==> config.mk <==
export PLATFORM = sky130hd
export DESIGN_NAME = cla_multiword_seq
export DESIGN_NICKNAME = d
export VERILOG_FILES = /design/src/rtl/cla_pkg.sv /design/src/rtl/cla.sv /design/src/rtl/cla_multiword_seq.sv
export SDC_FILE = /design/constraint.sdc
export NUM_CORES = 1
export LEC_CHECK = 0
export ABC_AREA = 1
export BUFFER_PORTS_ARGS = -buffer_cell sky130_fd_sc_hd__buf_4
export CAP_MARGIN = 10
export CORE_MARGIN = 2
export CORE_UTILIZATION = 45
export CTS_CLUSTER_SIZE = 25
export DETAILED_ROUTE_END_ITERATION = 8
export HOLD_SLACK_MARGIN = 0.05
export PLACE_DENSITY = 0.72
export SYNTH_ARGS = -nofsm -noshare
export SYNTH_HDL_FRONTEND = slang
export SYNTH_SLANG_ARGS = --single-unit
==> constraint.sdc <==
create_clock -name clk -period 7.3 [get_ports clk]
set_input_delay 0.365 -clock clk [delete_from_list [all_inputs] [get_ports clk]]
set_output_delay 0.365 -clock clk [all_outputs]
set_load 0.05 [all_outputs]
==> src/rtl/cla_pkg.sv <==
// cla_pkg: shared state encoding and default sizes for the multiword CLA sequencer.
package cla_pkg;
  typedef enum logic [1:0] {IDLE, RUN, DONE} seq_state_t;
  localparam int ANCHO_DEF = 8;
  localparam int PALABRAS_DEF = 4;
endpackage

==> src/rtl/cla.sv <==
// cla: Ancho-bit carry-lookahead adder; S[Ancho] carries the final carry, mirrored on Cout.
module cla #(
  parameter int Ancho = 8
) (
  input  logic [Ancho-1:0] A,
  input  logic [Ancho-1:0] B,
  input  logic             Cin,
  output logic [Ancho:0]   S,
  output logic             Cout
);
  logic [Ancho-1:0] g, p;
  logic [Ancho:0] c;
  logic acc, pp;
  assign g = A & B;
  assign p = A ^ B;
  // Each carry is expanded fully over g/p terms rather than chained.
  always_comb begin
    c = '0;
    acc = 1'b0;
    pp = 1'b0;
    c[0] = Cin;
    for (int i = 0; i < Ancho; i++) begin
      acc = g[i];
      pp = p[i];
      for (int j = i - 1; j >= 0; j--) begin
        acc = acc | (pp & g[j]);
        pp = pp & p[j];
      end
      c[i+1] = acc | (pp & Cin);
    end
  end
  assign S = {c[Ancho], p ^ c[Ancho-1:0]};
  assign Cout = c[Ancho];
endmodule

==> src/rtl/cla_multiword_seq.sv <==
// cla_multiword_seq: adds two Ancho*Palabras-bit operands one chunk per cycle through a
// single cla, LSB chunk first, with the chunk carry registered between cycles.
module cla_multiword_seq
  import cla_pkg::*;
#(
  parameter int Ancho = ANCHO_DEF,
  parameter int Palabras = PALABRAS_DEF
) (
  input  logic                      clk,
  input  logic                      rst_n,
  input  logic                      in_valid,
  output logic                      in_ready,
  input  logic [Ancho*Palabras-1:0] A_in,
  input  logic [Ancho*Palabras-1:0] B_in,
  input  logic                      Cin_in,
  output logic                      out_valid,
  input  logic                      out_ready,
  output logic [Ancho*Palabras-1:0] S_out,
  output logic                      Cout,
  output logic                      busy
);
  localparam int W = Ancho * Palabras;
  localparam int IW = $clog2(Palabras);
  localparam logic [IW-1:0] LAST = IW'(Palabras - 1);
  seq_state_t state_q, state_d;
  logic [IW-1:0] idx_q, idx_d;
  logic carry_q, carry_d, cout_q, cout_d;
  logic [W-1:0] a_q, a_d, b_q, b_d, s_q, s_d;
  logic [Ancho:0] cla_s;
  logic cla_cout_unused;
  cla #(.Ancho(Ancho)) u_cla (
    .A   (a_q[idx_q*Ancho +: Ancho]),
    .B   (b_q[idx_q*Ancho +: Ancho]),
    .Cin (carry_q),
    .S   (cla_s),
    .Cout(cla_cout_unused)
  );
  always_ff @(posedge clk or negedge rst_n) begin
    if (!rst_n) begin
      state_q <= IDLE;
      idx_q <= '0;
      carry_q <= 1'b0;
      a_q <= '0;
      b_q <= '0;
      s_q <= '0;
      cout_q <= 1'b0;
    end else begin
      state_q <= state_d;
      idx_q <= idx_d;
      carry_q <= carry_d;
      a_q <= a_d;
      b_q <= b_d;
      s_q <= s_d;
      cout_q <= cout_d;
    end
  end
  always_comb begin
    state_d = state_q;
    idx_d = idx_q;
    carry_d = carry_q;
    a_d = a_q;
    b_d = b_q;
    s_d = s_q;
    cout_d = cout_q;
    if (state_q == IDLE && in_valid) begin
      a_d = A_in;
      b_d = B_in;
      carry_d = Cin_in;
      idx_d = '0;
      s_d = '0;
      cout_d = 1'b0;
      state_d = RUN;
    end else if (state_q == RUN) begin
      s_d[idx_q*Ancho +: Ancho] = cla_s[Ancho-1:0];
      carry_d = cla_s[Ancho];
      idx_d = (idx_q == LAST) ? '0 : idx_q + IW'(1);
      cout_d = (idx_q == LAST) ? cla_s[Ancho] : cout_q;
      state_d = (idx_q == LAST) ? DONE : RUN;
    end else if (state_q == DONE && out_ready) begin
      state_d = IDLE;
    end
  end
  assign in_ready = state_q == IDLE;
  assign busy = state_q == RUN;
  assign out_valid = state_q == DONE;
  assign S_out = s_q;
  assign Cout = cout_q;
endmodule
Word level (Yosys, flattened, before mapping)

Cells that the tools add are included.

Bits in registers: 102
Bits of input ports: 69
Output and inout port bits: 36
Word-level logic and storage cells: 141

Add/sub/neg operators: 2
Equality and inequality tests: 3
Shift operators: 4
Multiplexer cells: 15
Bitwise gates (word level): 103
Reductions and logical operators: 7

Operators by type and width:

| kind                                                  | count |
|---|---|
| AND 1 bit                                             | 64 |
| 2-to-1 mux 32 bit                                     | 2 |
| variable part select 32 x 6 -> 8 bit                  | 2 |
| OR 1 bit                                              | 36 |
| negation 5 -> 34 bit                                  | 1 |
| variable shift 8 x 34 -> 32 bit, first input constant | 1 |
| variable part select 8 x 34 -> 32 bit                 | 1 |
| bitwise mux 32 bit                                    | 1 |
| bitwise XOR 8 bit                                     | 2 |
| 2-to-1 mux 2 bit                                      | 7 |
| AND 8 bit                                             | 1 |
| 2-to-1 mux 1 bit                                      | 5 |
| == test 2 bit, second input constant                  | 2 |
| nonzero test 2 bit                                    | 2 |
| nonzero test 3 bit                                    | 1 |
| adder 2 x 1 -> 2 bit, second input constant           | 1 |
| == test 2 x 1 -> 1 bit, second input constant         | 1 |
| logical AND 1 bit                                     | 2 |
| logical NOT 2 bit                                     | 1 |
| AND reduction 2 bit                                   | 1 |

Logic depth before layout (Yosys ltp)

Word-level depth: 15
Mapped depth: 17
Depth with buffers taken out: 14

Hierarchy

Synthesis repeated with hierarchy kept, for this count alone.

Cells, all modules: 700
Area total of the unflattened synthesis: 5240.0 um^2

Modules (own cells, without submodules):

| module            | instances | cells each | area each (um^2) | seq. area each (um^2) |
|---|---|---|---|---|
| cla_multiword_seq | 1         | 627        | 4808.4           | 2552.4 |
| cla               | 1         | 73         | 431.7            | 0.0 |

Worst setup path after synthesis

No wires, ideal clock.

Kind: flip-flop to flip-flop
Start: register idx_q[0]
End: register s_q[13], in the netlist S_out[13]
Setup time: 0.066 ns
Arrival: 2.438 ns
Data required time: 7.234 ns
Slack: 4.796 ns
Cell stages (with the launch flop): 16
Path buffers: 3
Clock period less this slack: 2.504 ns
Cell sequence: dfrtp_1 > inv_1 > clkbuf_1 > buf_2 > nor2_1 > o22ai_1 > ha_1 > buf_2 > a21oi_1 > and2_1 > nand2_1 > nand2_1 > nand2_1 > nor3_1 > nand2_1 > nand2_1

Cells in the longest elaborated chain, start to end: 15

Ends and longest elaborated chain:

| what                                                    | line                                             | RTL |
|---|---|---|
| start: declaration                                      | cla_multiword_seq.sv:26                          | `logic [IW-1:0] idx_q, idx_d;` |
| start signal: assignment                                | cla_multiword_seq.sv:49                          | `idx_q <= idx_d;` |
| variable part select 32 x 6 -> 8 bit (on tied branches) | cla_multiword_seq.sv:32, cla_multiword_seq.sv:33 |  |
| bitwise XOR 8 bit or AND 8 bit (tied branches)          | cla.sv:15, cla.sv:14                             |  |
| AND 1 bit (on tied branches)                            | cla.sv:26, cla.sv:27                             |  |
| OR 1 bit (tied with other cells) (5 in series)          | cla.sv:26                                        | `acc = acc \| (pp & g[j]);` |
| OR 1 bit or AND 1 bit (tied branches)                   | cla.sv:26, cla.sv:29                             |  |
| OR 1 bit                                                | cla.sv:29                                        | `c[i+1] = acc \| (pp & Cin);` |
| bitwise XOR 8 bit                                       | cla.sv:32                                        | `assign S = {c[Ancho], p ^ c[Ancho-1:0]};` |
| variable part select 8 x 34 -> 32 bit                   | cla_multiword_seq.sv:74                          | `s_d[idx_q*Ancho +: Ancho] = cla_s[Ancho-1:0];` |
| bitwise mux 32 bit (*)                                  | cla_multiword_seq.sv:74                          |  |
| 2-to-1 mux 32 bit (*)                                   | cla_multiword_seq.sv:73                          | `end else if (state_q == RUN) begin` |
| 2-to-1 mux 32 bit (*)                                   | cla_multiword_seq.sv:65                          | `if (state_q == IDLE && in_valid) begin` |
| end signal: assignment                                  | cla_multiword_seq.sv:45                          | `s_q <= '0;` |
| end signal: assignment                                  | cla_multiword_seq.sv:53                          | `s_q <= s_d;` |
| end: declaration                                        | cla_multiword_seq.sv:28                          | `logic [W-1:0] a_q, a_d, b_q, b_d, s_q, s_d;` |

Mark *: on every way between the ends. The rest lies on a longest branch, timed or not. The select of a mux whose other input is x is not followed.
A chain may end at the register's enable or synchronous reset.

Worst setup path after layout

Start: register idx_q[1]
End: register s_q[29], in the netlist S_out[29]

The elaborated chain is that of the path after synthesis.

==> impl_metrics.yaml <==
status:
  status: "completed"
final_layout:
  diodes: 0
  drive_gt1_frac: 0.179
  finish.net_count: 812
  final_cells: 872
  finalInstanceArea_um2: 6090
  syn2layout_area_growth_pct: 21.4
  mostFrequentLayoutCell: "nand2_1"
  final_cell_mix: "261 x nand2_1, 108 x buf_4, 102 x dfrtp_1"
  fillers: 1063
synth:
  yosysWarnings: 0
  syn_inst: 636
  synth_cell_types: 27
  yosysSeqAreaShare: 0.509
  syn_avg_cell_area_um2: 7.88
  yosys_register_bits: 102
  synthesis.nets: 721
  synth_area_um2: 5010
route:
  final_antenna_net_count: 0
  maxUsedRoutingLayer: "met4"
  drc: 0
  finalWirelength_um: 12600
  wl_per_cell_um: 14.5
  wl_met3_um: 710
  wl_met2_um: 5820
  firstDrtPassIters: 4
  drt_iter0_drc: 234
  vias_per_cell: 5.15
  drt-met1-wl_um: 5820
  dr_total_vias: 4491
floorplan:
  initial_utilization: 0.463
  io_pins: 105
  core_um2: 10800
  die-height_um: 110
  die_x_um: 110
  rows: 38
  die_area_um2: 12000
grt:
  track_usage: 0.224
  grt_pass1_vias: 4422
  grt_pass1_wl_um: 21000
  antenna_found_initial: 0
  grt_max_degree: 88
  gr-total-overflow: 0
sta:
  rsz0062_at_grt: "false"
  drv_slew: 0
  fin_crit_ps: 3180
  slew_headroom: 0.371
  post-route-period-util: 0.436
  worst_pin_slew_ps: 943
  fin_skew_ps: 13.2
  setup_viol: 0
  setup_tns_ps: 0
  report.final.hold_viol_count: 0
  fmax_mhz: 314
  whs_ps: 185
placed_design:
  place_congestion: 0.933
  placed_cells: 855
  numPortBuffers: 104
  place_area_um2: 5860
  hpwl_um: 9330
critical_path:
  cp.arrival_ps: 3490
  cp.required_ps: 7610
  r2r-end: "S_out[29]"
  crit_fanout: 20
  reg2reg_depth: 13
  r2r_slack_ps: 4120
  worstSetupEndpointType: "flip-flop"
  regToRegStartpoint: "idx_q[1]"
  start_kind: "flip-flop"
  worstSetupPathType: "reg -> reg"
power_and_ir_drop:
  switching_power_uw: 202
  clockPowerShare: 0.391
  p_seq_frac: 0.569
  combPwrFrac: 0.039
  powerDensity_nw_per_um2: 163
  vdd_drop_max_v: 0.000109
  internal_power_uw: 789
  leakage_uw: 0.00339
  swShare: 0.204
clocking:
  clkTransAtPathRegs_ps: 90
  cts_tree: "done"
  numCtsBuffers: 9
  cts_root_buffer: "clkbuf_8"
  clk_latency_ps: 370
  htree_levels: 3
  clock-sinks: 102
  post_cts_buffers: 0
  clockBufferDepth: 2
job:
  cap_violations: 0
min_path:
  hold_end: "b_q[7]"
  hold_class: "in -> reg"
  min_delay_path_depth: 3
  worstHoldStart: "B_in[7]"
[cell type report]
cell class	instances	area, um^2	share of cell area
clock buffer	12	145	0.0238
clock inverter	4	70.1	0.0115
inverter	32	120	0.0197
multi-input combinational	473	2210	0.362
sequential	102	2550	0.419
tap	140	175	0.0288
timing repair buffer	109	821	0.135
[worst max-delay path, stage by stage (launching register included)]
cell and delay, ps:
dfrtp_1 630, inv_1 560, o21ai_0 180, o22ai_1 310
ha_1 330, nand3_1 130, nand3_1 130, nand2_1 130
nand2_1 60, nand2_1 70, nand2_1 100, nor3_1 340
nand2_1 90, nand2_1 80
[per-layer routing]
metal / up-vias / global-route usage
li1: 2233 / -
met1: 2072 / 0.316
met2: 161 / 0.353
met3: 25 / 0.0290
met4: 0 / 0.0841
met5: - / 0
[state kept, by name (all words and copies together) (netlist names)]
signal	flops
Cout	1
S_out	32
a_q	32
b_q	32
carry_q	1
idx_q	2
state_q	2
[cell usage after synthesis]
library cell	count	area, um^2
or2_2	1	6.26
inv_1	30	113
nand4_1	11	68.8
inv_2	2	7.51
clkbuf_1	9	33.8
xnor2_1	1	8.76
nand3b_1	2	15.0
nor2_1	53	199
and2_1	1	6.26
buf_2	19	95.1
fa_1	1	20.0
nor3_4	1	16.3
o22ai_1	17	106
o211ai_1	1	7.51
o31ai_1	2	15.0
buf_4	1	7.51
nand2_4	1	11.3
o21ai_0	49	245
nor3_1	4	20.0
ha_1	15	188
nand2_2	2	12.5
a21oi_1	5	25.0
nand3_1	40	200
dfrtp_1	102	2550
a22o_1	4	35.0
nand2_1	261	980
nor2_8	1	20.0
[what timing repair did]
action                                  in CTS  in global routing
resized for setup                            0                  0
hold buffers                                 1                  0
endpoints found under the hold margin       48                  0
endpoints found under the setup margin       0                  0
[power groups by stage]
stage | logic, uW | registers [uW] | clock network [uW]
after floorplan | 0.00157 | 576 | 0
after global placement | 39.1 | 576 | 0
after detailed placement | 39.9 | 576 | 0
after CTS | 40.4 | 564 | 394
after global routing | 43.5 | 565 | 414
final | 39.0 | 564 | 388
[worst max-delay path by stage]
stage | from | to | slack, ps | cells after the start
global route | idx_q[1] | S_out[29] | 3820 | 13
detailed placement | idx_q[1] | S_out[29] | 4200 | 13
global placement | idx_q[1] | S_out[13] | 4290 | 13
finish | idx_q[1] | S_out[29] | 4120 | 13
floorplan | idx_q[0] | S_out[13] | 4800 | 15
CTS | idx_q[1] | S_out[29] | 4170 | 13
[kinds of logic (layout without fill, tap and decap cells)]
family | count (synthesis) | in the layout | synth area share
flip-flops | 102 | 102 | 0.509
AND/OR/NAND/NOR | 378 | 378 | 0.310
adder cells (fa/ha/maj) | 16 | 16 | 0.0414
buffers and inverters | 61 | 157 | 0.0511
XOR/XNOR | 1 | 1 | 0.00175
AO/OA/AOI/OAI | 78 | 78 | 0.0866
[metrics by stage]
| stage | util | total power, uW | worst slack, ps |
|---|---|---|---|
| after floorplan | - | 576 | 4800 |
| after global placement | 0.541 | 615 | 4290 |
| after detailed placement | 0.541 | 616 | 4200 |
| after CTS | 0.562 | 999 | 4170 |
| after global routing | 0.562 | 1020 | 3820 |
| final | 0.562 | 991 | 4120 |
(Power assumes the default switching activity.)
